==> src/rtl/serdes_pkg.sv <==
// Shared width and counter sizing for both ends of the bit-serial link.
// Words travel LSB-first; both ends size their bit counters the same way.
package serdes_pkg;

    localparam int SERDES_W_DEFAULT = 4;

    function automatic int cnt_w(input int w);
        return $clog2(w) + 1;
    endfunction

endpackage

==> src/rtl/s2p_hold_reg.sv <==
// One-entry valid/ready output register for assembled words.
// A load is taken only when the slot is free or draining this cycle.
module s2p_hold_reg
    import serdes_pkg::*;
#(
    parameter int W = SERDES_W_DEFAULT
) (
    input  logic         clk,
    input  logic         reset,
    input  logic         load,
    input  logic [W-1:0] din,
    input  logic         ready_i,
    output logic [W-1:0] dout,
    output logic         valid_o,
    output logic         load_ok
);

    logic [W-1:0] r_dout;
    logic         r_valid;
    logic         w_load_ok;

    assign w_load_ok = !r_valid || ready_i;

    always_ff @(posedge clk or negedge reset) begin
        if (!reset) begin
            r_dout  <= '0;
            r_valid <= 1'b0;
        end else if (load && w_load_ok) begin
            r_dout  <= din;
            r_valid <= 1'b1;
        end else if (r_valid && ready_i) begin
            r_valid <= 1'b0;
        end
    end

    assign dout    = r_dout;
    assign valid_o = r_valid;
    assign load_ok = w_load_ok;

endmodule

==> src/rtl/s2p_rx.sv <==
// Serial-to-parallel receiver: shifts qualified LSB-first bits into a
// word and hands it to a one-entry output register, flagging drops.
module s2p_rx
    import serdes_pkg::*;
#(
    parameter int W = SERDES_W_DEFAULT
) (
    input  logic         clk,
    input  logic         reset,
    input  logic         serial_i,
    input  logic         valid_i,
    input  logic         flush_i,
    input  logic         ready_i,
    input  logic         clr_overrun_i,
    output logic [W-1:0] parallel_o,
    output logic         valid_o,
    output logic         busy_o,
    output logic         overrun_o
);

    localparam int CW = cnt_w(W);
    localparam logic [CW-1:0] LAST = CW'(W - 1);

    logic [W-1:0]  r_shreg;
    logic [CW-1:0] r_cnt;
    logic          r_overrun;

    logic [W-1:0]  w_word;
    logic          w_qual;
    logic          w_done;
    logic          w_load_ok;

    // Flush wins over a bit arriving in the same cycle.
    assign w_qual = valid_i && !flush_i;
    assign w_done = w_qual && (r_cnt == LAST);
    assign w_word = {serial_i, r_shreg[W-1:1]};

    always_ff @(posedge clk or negedge reset) begin
        if (!reset) begin
            r_shreg <= '0;
        end else if (w_qual) begin
            r_shreg <= w_word;
        end
    end

    always_ff @(posedge clk or negedge reset) begin
        if (!reset) begin
            r_cnt <= '0;
        end else if (flush_i) begin
            r_cnt <= '0;
        end else if (w_qual) begin
            r_cnt <= w_done ? '0 : r_cnt + 1'b1;
        end
    end

    // A fresh drop in the same cycle outranks the clear request.
    always_ff @(posedge clk or negedge reset) begin
        if (!reset) begin
            r_overrun <= 1'b0;
        end else if (w_done && !w_load_ok) begin
            r_overrun <= 1'b1;
        end else if (clr_overrun_i) begin
            r_overrun <= 1'b0;
        end
    end

    s2p_hold_reg #(
        .W (W)
    ) u_hold (
        .clk     (clk),
        .reset   (reset),
        .load    (w_done),
        .din     (w_word),
        .ready_i (ready_i),
        .dout    (parallel_o),
        .valid_o (valid_o),
        .load_ok (w_load_ok)
    );

    assign busy_o    = (r_cnt != '0);
    assign overrun_o = r_overrun;

endmodule

==> config.mk <==
export PLATFORM = sky130hd
export DESIGN_NAME = s2p_rx
export DESIGN_NICKNAME = d
export VERILOG_FILES = /design/src/rtl/serdes_pkg.sv /design/src/rtl/s2p_hold_reg.sv /design/src/rtl/s2p_rx.sv
export SDC_FILE = /design/constraint.sdc
export NUM_CORES = 1
export LEC_CHECK = 0
export BUFFER_PORTS_ARGS = -buffer_cell sky130_fd_sc_hd__buf_2
export CORE_AREA = 10 10 47 49
export DETAILED_ROUTE_END_ITERATION = 10
export DIE_AREA = 0 0 57 59
export GPL_ROUTABILITY_DRIVEN = 0
export SYNTH_ARGS = -nofsm -noshare
export SYNTH_HDL_FRONTEND = slang
export SYNTH_SLANG_ARGS = --single-unit
==> constraint.sdc <==
create_clock -name clk -period 2.1 [get_ports clk]
set_input_delay 0.105 -clock clk [delete_from_list [all_inputs] [get_ports clk]]
set_output_delay 0.105 -clock clk [all_outputs]
set_load 0.05 [all_outputs]
# Word level (Yosys, flattened, before mapping)

Cells that the tools add are included.

Bits in registers: 13
Logic and storage cells: 27
Input bits: 7

Add/subtract/negate cells: 1
Reductions and logical operators: 13
Equality and inequality tests: 1
Muxes and demuxes: 7

Operators by type and width:

| kind                                                             | count |
|---|---|
| 3-bit 2-to-1 mux                                                 | 3 |
| 2-bit nonzero test                                               | 3 |
| 1-bit logical AND                                                | 5 |
| 1-bit 2-to-1 mux                                                 | 4 |
| 3-bit by 1-bit adder with 3-bit output (second input constant)   | 1 |
| 3-bit by 2-bit == test with 1-bit output (second input constant) | 1 |
| 1-bit logical NOT                                                | 3 |
| 3-bit nonzero test                                               | 1 |
| 1-bit logical OR                                                 | 1 |

# Longest topological paths before layout

Depth in word-level cells: 6
Mapped depth: 4
Gate-level depth less buffers: 4

# Cells and area by module

Synthesis repeated with hierarchy kept, for this count alone.

Cells, all modules: 41
Area, all modules: 554.3 µm²

By module, submodules not included:

| module       | area each (µm²) | times used | cells an instance | sequential area each (µm²) |
|---|---|---|---|---|
| s2p_rx       | 336.6           | 1          | 29                | 175.2 |
| s2p_hold_reg | 217.7           | 1          | 12                | 125.1 |

# Worst setup path before layout

No wires, ideal clock.

Kind: flip-flop to flip-flop
From: register u_hold.r_valid, in the netlist u_hold.valid_o
To: register u_hold.r_dout[0], in the netlist u_hold.dout[0]
Slack: 0.699 ns
Stages on the path, launching flop included: 4
Required time: 1.975 ns
Arrival: 1.277 ns
Buffers on the path: 0
Path through: dfrtp_1 > nand2b_1 > nand4_4 > mux2_2

Word-level cells in the longest chain between the ends: 3

RTL lines:

| element                | line               | source |
|---|---|---|
| start, declared        | s2p_hold_reg.sv:19 | `logic r_valid;` |
| start signal, assigned | s2p_hold_reg.sv:27 | `r_valid <= 1'b0;` |
| start signal, assigned | s2p_hold_reg.sv:30 | `r_valid <= 1'b1;` |
| start signal, assigned | s2p_hold_reg.sv:32 | `r_valid <= 1'b0;` |
| 1-bit logical NOT      | s2p_hold_reg.sv:22 | `assign w_load_ok = !r_valid \|\| ready_i;` |
| 1-bit logical OR       | s2p_hold_reg.sv:22 |  |
| 1-bit logical AND      | s2p_hold_reg.sv:28 | `end else if (load && w_load_ok) begin` |
| end signal, assigned   | s2p_hold_reg.sv:29 | `r_dout <= din;` |
| end, declared          | s2p_hold_reg.sv:18 | `logic [W-1:0] r_dout;` |

No other way between the ends.
A chain may end at the register's enable or synchronous reset.

# Final worst setup path

From: register r_cnt[0]
To: output port busy_o

Word-level cells in the longest chain between the ends: 1

RTL lines:

| element                | line         | source |
|---|---|---|
| start, declared        | s2p_rx.sv:25 | `logic [CW-1:0] r_cnt;` |
| start signal, assigned | s2p_rx.sv:52 | `r_cnt <= w_done ? '0 : r_cnt + 1'b1;` |
| 3-bit nonzero test     | s2p_rx.sv:80 | `assign busy_o = (r_cnt != '0);` |
| end, declared          | s2p_rx.sv:17 | `output logic busy_o,` |

No other way between the ends.

==> impl_results.md <==
- Outcome: completed
- Initial drt markers: 4
- Final setup viols: 0
- Worst R2R Path Depth: 3
- Clock Skews: 0.000254 ns
- Clock network fraction of total power: 24.9%
- Antenna fix cells: 0
- Std cell rows: 14
- Highest Clock Rate: 771 MHz
- Die area: 3360 um2
- Commonest non-fill, non-tap cell in the layout: buf_2
- Slew margin rel.: 83.3%
- CTS Buffer Depth: 2
- Syn-to-layout area delta: 22.5%
- Worst endpoint required time: 2.00 ns
- Pwr Total: 524 uW
- Max-cap violations: 0
- Number of buffers added on ports: 13
- Die span in y: 59 um
- Cell internal pwr: 367 uW
- Total GRT Usage: 5.75%
- Most frequent cells in the layout: 13 x buf_2, 12 x dfrtp_1, 7 x mux2_2, 4 x inv_1, 4 x nand2b_1
- Synth warnings: 0
- Pre-antenna DRT Iters: 4
- Worst-path clk slew: 0.06 ns
- Max Slew Vio Count: 0
- Cells after Synth: 40
- Number of H-tree levels: 1
- CTS root buf: clkbuf_4
- Dpl ws: 0.852 ns
- Critical Path AT: 1.19 ns
- Core ar.: 1400 um2
- Actual slew at the worst max-slew pin: 0.250 ns
- First-pass GRT wire length: 1.53 mm
- Post-CTS sizing: 0
- Global Route met1 Usage: 6.20%
- Antenna Nets Post-Route: 0
- Pin count of the biggest net entering global routing: 13
- Dominant cell type by area after synthesis: dfrtp_1
- Flop pwr share: 52.4%
- Nets@finish: 68
- Finished Cell Area: 639 um2
- Routed via count: 330
- Layout cells sized above 1: 43.9%
- Syn_nets: 49
- GRT busiest layer: met2
- Power Density: 820 nW/um2
- TritonCTS clock tree: built
- Worst Setup Start Kind: register
- Switching pwr: 157 uW
- RSZ-0062 raised after global routing: false
- Initial Util: 37.2%
- Sw frac: 29.9%
- Critical path peak fanout: 3
- Cells on Worst Hold Path: 2
- Wirelength, routed: 861 um
- DRC: 0
- Post-synthesis sequential area ratio: 57.6%
- Vias in the first global route: 371
- Share of the synthesized area in the top cell type: 57.6%
- Minimum clock period: 1.30 ns
- Crit end category: primary output
- Post-CTS Setup Bufs: 0
- Hold Buf Count CTS: 1
- Latest clock arrival within the worst-skew pair: 0.26 ns
- Clk sinks: 12
- Global route overflow: 0
- LEAKAGE: 0.324 nW
- Comb power frac: 22.8%
- Worst setup path class: reg -> out
- DR WL/cell: 11.8 um
- Met2 Use GR: 8.99%
- CTS buffer count: 3
- Synth Register Bits: 12
- Vias per inst: 4.52
- Non-Filler Instances: 73
- Final number of hold-violating endpoints: 0
- Setup WS post-layout: 0.802 ns
- Syn_area_per_cell: 13.0 um2
- Initial antenna violation count: 0
- Hold WC Path Type: in -> reg
- Fin crit share: 61.8%
- Die W: 57 um
- IO Count: 14
- Placed Instances: 69
- Setup TNS: 0 ns
- Synth area leaders: dfrtp_1 58%, mux2_2 15%, ha_1 4.8%, nand2b_1 4.8%, nand4_4 4.1%
- Mapped Area: 522 um2
- Netlist cell types: 12
- Met3 Use GR: 1.72%
- Placed Area: 607 um2
- Peak VDD IR: 0.000397 V
## metal layers
layer,share of wire (%),up-vias
li1,-,173
met5,0,-
met3,5.0,2
met4,0.70,0
met1,43,150
met2,51,5
## Yosys cell counts
library cell and instances:
dfrtp_1 12, and2b_4 1, nand4_4 1, inv_1 4, a211oi_1 1, o22ai_1 1, nand3_1 3, ha_1 2
nand2_1 2, a21oi_1 2, nand2b_1 4, mux2_2 7
## kinds of logic after synthesis
kind of cell               after synthesis  synth area share [%]
buffers and inverters                    4                  2.88
DFF                                     12                  57.6
and+or+nand+nor                         11                  15.1
muxes                                    7                  15.1
AOI/OAI and AO/OA                        4                  4.56
adders and majority gates                2                  4.80
## flip-flops by register name, indices dropped and copies added, names as in the netlist
signal and count:
u_hold.dout 4, r_cnt 3, r_shreg 3, overrun_o 1, u_hold.valid_o 1
## final cells by class
| class | count | area (um2) |
|---|---|---|
| well taps | 16 | 20.0 |
| repair buffers | 14 | 75.1 |
| multi-input cells | 24 | 206 |
| flip-flops and latches | 12 | 300 |
| fillers | 147 | 762 |
| inverters | 4 | 15.0 |
| clock buffers | 3 | 22.5 |
## path summary, 6_finish.rpt
| path | from | endpoint | slack (ns) |
|---|---|---|---|
| worst min-delay path | flush_i | r_cnt[0]$_DFFE_PN0P_ | 0.03 |
| worst max-delay path | r_cnt[0]$_DFFE_PN0P_ | busy_o | 0.80 |
| max in group asynchronous | reset | r_shreg[2]$_DFFE_PN0P_ | 1.66 |
| worst min register to register | r_shreg[1]$_DFFE_PN0P_ | u_hold.dout[0]$_DFFE_PN0P_ | 0.51 |
| min in group asynchronous | reset | overrun_o$_DFFE_PN0P_ | 0.24 |
| worst max register to register | r_cnt[0]$_DFFE_PN0P_ | u_hold.dout[1]$_DFFE_PN0P_ | 0.85 |
## metrics by stage
stage	util (%)	hold WS [ns]
floorplan	-	-0.191
global placement	43.3	-0.00558
detailed placement	43.3	-0.0137
CTS	45.6	0.0247
global route	45.6	0.0499
finish	45.6	0.0350
## power by group through the flow
stage | combinational, mW | sequential (mW) | clock [mW]
after floorplan | 0.0452 | 0.319 | 0
after global placement | 0.121 | 0.280 | 0
after global routing | 0.129 | 0.278 | 0.146
after CTS | 0.122 | 0.275 | 0.139
final | 0.119 | 0.274 | 0.130
after detailed placement | 0.120 | 0.279 | 0
## worst max-delay path, stage by stage, from the launching register on
cell and delay [ns]:
dfrtp_1 0.37, inv_1 0.06, ha_1 0.19, nand2_1 0.06, buf_2 0.25
No activity file was read; power rests on OpenSTA's default activity.
